<file path="config.mk">
export PLATFORM = sky130hd
export DESIGN_NAME = mem_stage
export DESIGN_NICKNAME = d
export VERILOG_FILES = /design/src/rtl/mem_stage.sv
export SDC_FILE = /design/constraint.sdc
export NUM_CORES = 1
export LEC_CHECK = 0
export CAP_MARGIN = 15
export CORE_AREA = 2 2 97 99
export DETAILED_ROUTE_END_ITERATION = 8
export DIE_AREA = 0 0 99 101
export DONT_BUFFER_PORTS = 1
export MAX_ROUTING_LAYER = met4
export PLACE_DENSITY_LB_ADDON = 0.25
export SLEW_MARGIN = 5
export SYNTH_ARGS = -nofsm -noshare
export SYNTH_HDL_FRONTEND = slang
export SYNTH_SLANG_ARGS = --single-unit
</file>
<file path="constraint.sdc">
create_clock -name clk -period 3.7 [get_ports clk]
set_input_delay 0.185 -clock clk [delete_from_list [all_inputs] [get_ports clk]]
set_output_delay 0.185 -clock clk [all_outputs]
set_load 0.1 [all_outputs]
</file>
<file path="src/rtl/mem_stage.sv">
// MEM stage: drives loads/stores over a req/ack bus, stalls upstream while an
// access is outstanding, and holds the registered MEM/WB pipeline outputs.
module mem_stage #(
    parameter int DATA_W  = 32,
    parameter int ADDR_W  = 32,
    parameter int TIMEOUT = 255,
    parameter int CNT_W   = 8
) (
    input  logic              clk,
    input  logic              rst,
    input  logic              RegWrite_in,
    input  logic              MemWrite_in,
    input  logic              MemRead_in,
    input  logic              mem_to_reg_in,
    input  logic              mem_src_in,
    input  logic [4:0]        dest_reg_in,
    input  logic [ADDR_W-1:0] mem_addr_in,
    input  logic [DATA_W-1:0] wr_data_in,
    output logic              mem_req,
    output logic              mem_we,
    output logic              mem_sel,
    output logic [ADDR_W-1:0] mem_addr,
    output logic [DATA_W-1:0] mem_wdata,
    input  logic              mem_ack,
    input  logic [DATA_W-1:0] mem_rdata,
    output logic              stall_out,
    output logic              bus_err,
    output logic              wb_RegWrite,
    output logic              wb_mem_to_reg,
    output logic [4:0]        wb_dest_reg,
    output logic [DATA_W-1:0] wb_mem_data,
    output logic [ADDR_W-1:0] wb_alu_result
);

    typedef enum logic {
        IDLE = 1'b0,
        WAIT = 1'b1
    } state_t;

    state_t           state_reg, state_next;
    logic [CNT_W-1:0] cnt_reg, cnt_next;

    logic mem_op;
    logic is_load;
    logic timeout_hit;
    logic abort;

    // Upstream is frozen during an access, so the EX/MEM fields drive the bus directly.
    assign mem_we    = MemWrite_in;
    assign mem_sel   = mem_src_in;
    assign mem_addr  = mem_addr_in;
    assign mem_wdata = wr_data_in;

    always_comb begin
        mem_op      = MemRead_in | MemWrite_in;
        is_load     = MemRead_in & ~MemWrite_in;
        timeout_hit = (state_reg == WAIT) && (TIMEOUT != 0) && (cnt_reg == CNT_W'(TIMEOUT));
        mem_req     = ~rst & ((state_reg == IDLE) ? mem_op : 1'b1);
        stall_out   = mem_req & ~mem_ack & ~timeout_hit;
        // An ack on the final allowed cycle still wins over the timeout.
        abort       = timeout_hit & ~mem_ack;
    end

    always_comb begin
        state_next = state_reg;
        cnt_next   = cnt_reg;
        case (state_reg)
            IDLE: begin
                if (mem_op && !mem_ack) begin
                    state_next = WAIT;
                    cnt_next   = CNT_W'(1);
                end
            end
            WAIT: begin
                if (mem_ack || timeout_hit) begin
                    state_next = IDLE;
                    cnt_next   = '0;
                end else begin
                    cnt_next = cnt_reg + 1'b1;
                end
            end
            default: begin
                state_next = IDLE;
                cnt_next   = '0;
            end
        endcase
    end

    always_ff @(posedge clk or posedge rst) begin
        if (rst) begin
            state_reg     <= IDLE;
            cnt_reg       <= '0;
            bus_err       <= 1'b0;
            wb_RegWrite   <= 1'b0;
            wb_mem_to_reg <= 1'b0;
            wb_dest_reg   <= '0;
            wb_mem_data   <= '0;
            wb_alu_result <= '0;
        end else begin
            state_reg <= state_next;
            cnt_reg   <= cnt_next;
            bus_err   <= abort;
            if (stall_out) begin
                // Bubble so a multi-cycle access writes back exactly once.
                wb_RegWrite   <= 1'b0;
                wb_mem_to_reg <= 1'b0;
                wb_dest_reg   <= '0;
                wb_mem_data   <= '0;
                wb_alu_result <= '0;
            end else begin
                wb_RegWrite   <= RegWrite_in & ~abort;
                wb_mem_to_reg <= mem_to_reg_in;
                wb_dest_reg   <= dest_reg_in;
                wb_mem_data   <= (is_load && !abort) ? mem_rdata : '0;
                wb_alu_result <= mem_addr_in;
            end
        end
    end

endmodule

</file>
==> impl_metrics.csv, run 1 <==
group,metric,value,unit
outcome,status,"finished, final reports clean",
worst_setup_path,worstPathMaxFanout,39,
global_route,grt_overflow,0,
cells_and_area,multi_input_area,811,um^2
global_route,grt_max_degree,51,
timing,worst_slew_pin_slew,0.940,ns
cells_and_area,fin_nets,398,
pwr,p_total,2170,uW
clocking,clock_sinks,81,
timing,slew_headroom,37.4,%
die,core,8980,um^2
die,dieWidth,99,um
timing,timing.fmax,0.383,GHz
clocking,htree_levels,3,
timing,slew_violations,0,
timing,fin_setup_tns,0,ns
clocking,ctsResizeCount,0,
cells_and_area,layout_common_cells,"dfrtp_1 (81), dlygate4sd3_1 (73), nor3b_1 (32)",
worst_setup_path,worstPathArrival,2.43,ns
cells_and_area,drive_above_1_share,13.3,%
timing,rsz0062_at_grt,"false",
cells_and_area,antenna_cells,0,
timing,period_needed,2.61,ns
synth,syn_area_per_cell,12.4,um^2
die,start_util,38.3,%
global_route,antenna_found_initial,0,
worst_setup_path,critPathKind,"reg -> out",
global_route,grt_pass1_wl,11300,um
worst_setup_path,slowest_stage,"inv_1",
drt,vias,1994,
clocking,cts_tree,"built",
min_path,hp-class,"in -> reg",
pwr,power.density,549,nW/um^2
synth,yosys_warnings,0,
drt,detail-route-antenna-nets,0,
worst_setup_path,critPathMaxStageDelay,0.48,ns
clocking,clockRootBuffer,"clkbuf_8",
drt,dr.pass1.iters,4,
cells_and_area,areaGrowthSynthToFinish,15.0,%
global_route,grt_use_total,15.7,%
flow_run,maxCapViolCount,0,
worst_setup_path,endpoint_kind,"output pin",
die,io_pins,249,
synth,ys_seq_area_share,59.0,%
cells_and_area,fin_area,3950,um^2
worst_setup_path,path_buf_inv,3,
drt,drt-total-wl,7730,um
pwr,max-vdd-ir-drop,0.212,mV
drt,drt-vias-per-instance,4.94,
synth,syn_area,3440,um^2
die,die_h,101,um
timing,setup_viol,0,
place,place_area,3010,um^2
cells_and_area,regArea,2030,um^2
die,rows,35,
place,io_buffers,0,
clocking,cts-buffers-inserted,9,
worst_setup_path,critical-path-top-delay-family,"buffers and inverters",
synth,synth_cell_types,34,
clocking,cts_buffer_depth,2,
die,dieArea,10000,um^2
worst_setup_path,startpoint_type,"flip-flop",
cells_and_area,layout_commonest_cell,"dfrtp_1",
pwr,leakage,0.00174,uW
worst_setup_path,worstPathRequired,3.51,ns
cells_and_area,nFillCells,830,
worst_setup_path,path_cells,"nor3_1 -> or2_4 -> clkinv_2 -> nand2_2 -> buf_4 -> inv_1",
drt,drt_iter0_markers,30,
clocking,clkTransAtPathRegs,0.09,ns
drt,wl_per_cell,19.1,um
timing,finalClockSkew,0.0124,ns
timing,timing.final.crit_share,70.6,%
place,gp_congestion,0.779,
synth,ys_seq_elements,81,
global_route,grt_pass1_vias,2086,
place,hpwlAfterDp,5060,um
timing,finalHoldViolCount,0,
synth,syn_nets,388,
drt,route.detailed.drc,0,
clocking,clk-insertion-delay-late,0.34,ns
synth,syn_inst,278,
worst min-delay path, delay by kind of cell:
family	cells	cell delay, ns
simple gates	2	0.14
compound gates	1	0.03
through the flow:
stage / setup slack [ns] / std cells / utilization, % / hold slack (ns)
finish: 1.09 / 404 / 44.0 / 0.0429
global route: 0.884 / 404 / 44.0 / 0.0371
CTS: 1.04 / 402 / 43.8 / 0.000314
detailed placement: 1.46 / 314 / 33.5 / 0.258
global placement: 1.50 / 314 / 33.5 / 0.256
floorplan: 1.43 / 278 / - / 0.251
Yosys cell counts:
master | number | area [um^2]
o21ai_0 | 1 | 5.00
buf_2 | 1 | 5.00
and2_1 | 28 | 175
a21oi_4 | 1 | 16.3
nor3b_1 | 32 | 240
a21oi_1 | 3 | 15.0
clkbuf_1 | 3 | 11.3
xnor2_1 | 1 | 8.76
or2b_1 | 2 | 15.0
a31oi_1 | 5 | 31.3
nand4_1 | 1 | 6.26
clkbuf_2 | 1 | 5.00
clkinv_2 | 1 | 5.00
o21bai_1 | 1 | 7.51
buf_4 | 66 | 495
ha_1 | 1 | 12.5
xor2_1 | 1 | 8.76
a41oi_1 | 1 | 8.76
or2_4 | 1 | 8.76
nand2_2 | 2 | 12.5
nand2b_1 | 2 | 12.5
nor3_1 | 1 | 5.00
and4_4 | 2 | 22.5
nor2_1 | 8 | 30.0
a21oi_2 | 2 | 17.5
a22o_1 | 3 | 26.3
and2_4 | 10 | 87.6
dfrtp_1 | 81 | 2030
buf_6 | 5 | 56.3
nor2b_1 | 2 | 12.5
buf_8 | 1 | 15.0
inv_1 | 2 | 7.51
nand2_1 | 4 | 15.0
nand3_1 | 2 | 10.0
area by class of cell:
class	instances	area share (%)
multi-input combinational	117	20.5
clock buffer	10	3.48
clock inverter	6	1.65
sequential	81	51.3
tap	111	3.51
timing repair buffer	76	19.2
inverter	3	0.348
routing by layer:
metal  part of all wire (%)  vias up  global-route usage [%]
met2                     51      163                    26.2
met3                     11       28                    7.28
met1                     34      953                    14.9
li1                       -      850                       -
met4                    3.9        0                    9.38
met5                      0        -                       -
cells by family after synthesis:
kind of cell | Yosys count | share of synthesized area, %
AND/OR/NAND/NOR | 97 | 19.0
flip-flops | 81 | 59.0
buffers and inverters | 80 | 17.5
AO/OA/AOI/OAI | 17 | 3.71
XOR/XNOR | 2 | 0.510
adder cells (fa/ha/maj) | 1 | 0.364
where the power goes:
group          switching [uW]  total, uW  internal (uW)  leakage (uW)
registers                 364       1300            939       0.00104
clock network             327        659            332      0.000103
logic                    99.9        210            110      0.000596
final timing paths:
path                            start                end  slack (ns)  cells past startpoint
max                         state_reg          stall_out        1.09                      6
min reg2reg                cnt_reg[7]         cnt_reg[7]        0.50                      1
min                           mem_ack          state_reg        0.04                      3
max in group asynchronous         rst  wb_alu_result[13]        2.37                      3
max reg2reg                cnt_reg[0]    wb_mem_data[24]        1.68                      5
min in group asynchronous         rst         cnt_reg[2]        0.43                      2
timing repair:
action,4_1_cts,5_1_grt
hold endpoints to repair,120,1
hold buffers,72,1
setup buffers,0,0
No activity file was read; power rests on OpenSTA's default activity.
==> run 2: changes to the inputs <==
clock period = 2.4 ns   (was 3.7 ns; I/O delays follow)
==> run 2 against run 1 <==
Combinational power grew 58%. Worst hold slack improved by 0.043 ns. Register-to-register slack got worse by 1.1 ns. Critical path depth is the same. Wire length decreased by 1.9%. Power grew 60%. Critical path type unchanged.
==> impl_metrics.csv, run 2 (synthesized netlist as in run 1, its figures left out) <==
group,metric,value,unit
place,gp_congestion,0.804,
clocking,htree_levels,3,
timing,finalHoldViolCount,0,
global_route,grt_max_degree,57,
cells_and_area,fin_nets,401,
clocking,clockRootBuffer,"clkbuf_8",
global_route,antenna_found_initial,0,
clocking,cts_buffer_depth,2,
die,die_h,101,um
timing,fin_setup_tns,0,ns
worst_setup_path,worstPathArrival,1.93,ns
cells_and_area,areaGrowthSynthToFinish,16.7,%
worst_setup_path,r2r_slack,0.60,ns
die,dieArea,10000,um^2
global_route,grt_pass1_vias,2079,
clocking,ctsResizeCount,0,
global_route,grt_use_total,16.0,%
clocking,clkTransAtPathRegs,0.09,ns
worst_setup_path,startpoint_type,"flip-flop",
global_route,use_met1,16.7,%
die,io_pins,249,
pwr,leakage,0.00177,uW
cells_and_area,layout_common_cells,"dfrtp_1 (81), dlygate4sd3_1 (73), nor3b_1 (32)",
place,place_area,3040,um^2
die,start_util,38.3,%
die,core,8980,um^2
drt,detail-route-antenna-nets,0,
place,io_buffers,0,
flow_run,maxCapViolCount,0,
clocking,clk-insertion-delay-late,0.34,ns
timing,timing.fmax,0.489,GHz
drt,drt_iter0_markers,19,
global_route,top_usage_layer,"met2",
worst_setup_path,worstPathRequired,2.28,ns
cells_and_area,fin_util,44.7,%
worst_setup_path,endpoint_kind,"output pin",
global_route,grt_pass1_wl,11700,um
worst_setup_path,critPathKind,"reg -> out",
global_route,grt_util_met2,26.3,%
drt,drt-total-wl,7590,um
clocking,hold_buffers,73,
worst_setup_path,rr_endpoint,"wb_dest_reg[4]",
timing,setup_viol,0,
clocking,cts-buffers-inserted,9,
global_route,use_met3,5.96,%
clocking,cts_tree,"built",
min_path,hp-class,"in -> reg",
worst_setup_path,r2r_start,"cnt_reg[0]",
worst_setup_path,reg2reg_depth,6,
cells_and_area,antenna_cells,0,
drt,dr.pass1.iters,3,
timing,slew_violations,0,
die,dieWidth,99,um
worst_setup_path,crit_end,"stall_out",
cells_and_area,drive_above_1_share,14.2,%
drt,wl_per_cell,18.6,um
timing,rsz0062_at_grt,"false",
clocking,cts_setup_buffers,0,
timing,period_needed,2.05,ns
cells_and_area,fin_area,4010,um^2
place,hpwlAfterDp,5130,um
pwr,max-vdd-ir-drop,0.351,mV
outcome,status,"finished, final reports clean",
die,rows,35,
timing,timing.final.crit_share,85.3,%
timing,slew_headroom,37.9,%
drt,drt-vias-per-instance,4.83,
worst_setup_path,worstPathMaxFanout,6,
drt,route.detailed.drc,0,
clocking,clock_sinks,81,
global_route,grt_overflow,0,
pwr,power.density,864,nW/um^2
timing,worst_slew_pin_slew,0.932,ns
drt,vias,1965,
cells_and_area,layout_commonest_cell,"dfrtp_1",
worst_setup_path,cp-startpoint,"cnt_reg[0]",
timing,finalClockSkew,0.0103,ns
run 2: layout make-up:
type | instances | area [um^2]
clock buffer | 10 | 138
clock inverter | 6 | 90.1
fill | 790 | 4960
inverter | 3 | 13.8
multi-input combinational | 117 | 811
sequential | 81 | 2030
tap | 111 | 139
timing repair buffer | 79 | 796
run 2: power by group:
part | switching, uW | leakage [uW] | internal, uW | total, uW
clock | 507 | 0.000113 | 618 | 1130
combinational | 154 | 0.000616 | 177 | 331
sequential | 563 | 0.00104 | 1450 | 2010
total | 1220 | 0.00177 | 2240 | 3470
run 2: worst min-delay path by stage:
stage                       start           endpoint  slack, ns  cells after the start
after floorplan           mem_ack            bus_err       0.19                      1
after global placement        rst  wb_alu_result[28]       0.02                      1
after detailed placement      rst  wb_alu_result[28]       0.03                      1
after CTS                 mem_ack          state_reg       0.06                      3
after global routing      mem_ack          state_reg       0.13                      3
final                     mem_ack          state_reg       0.09                      3
run 2: per-layer routing:
| layer | part of all wire [%] | routed length, um |
|---|---|---|
| met1 | 37 | 2770 |
| met2 | 50 | 3800 |
| met3 | 10 | 756 |
| met4 | 3.4 | 261 |
| met5 | 0 | 0 |
run 2: stage by stage:
step	setup slack, ns	total power [uW]	hold slack, ns	instances
after floorplan	0.200	2740	0.186	278
after CTS	0.320	3510	0.0637	406
final	0.354	3470	0.0862	407
after detailed placement	0.595	2280	0.0308	317
after global routing	0.219	3610	0.128	407
after global placement	0.648	2270	0.0186	317
run 2: worst max-delay path, cell delays in order, from the launching register on:
cell and delay, ns:
dfrtp_1 0.43, ha_1 0.25, and4_4 0.22, a21oi_2 0.21, nand2_2 0.12, inv_1 0.07
buf_4 0.28
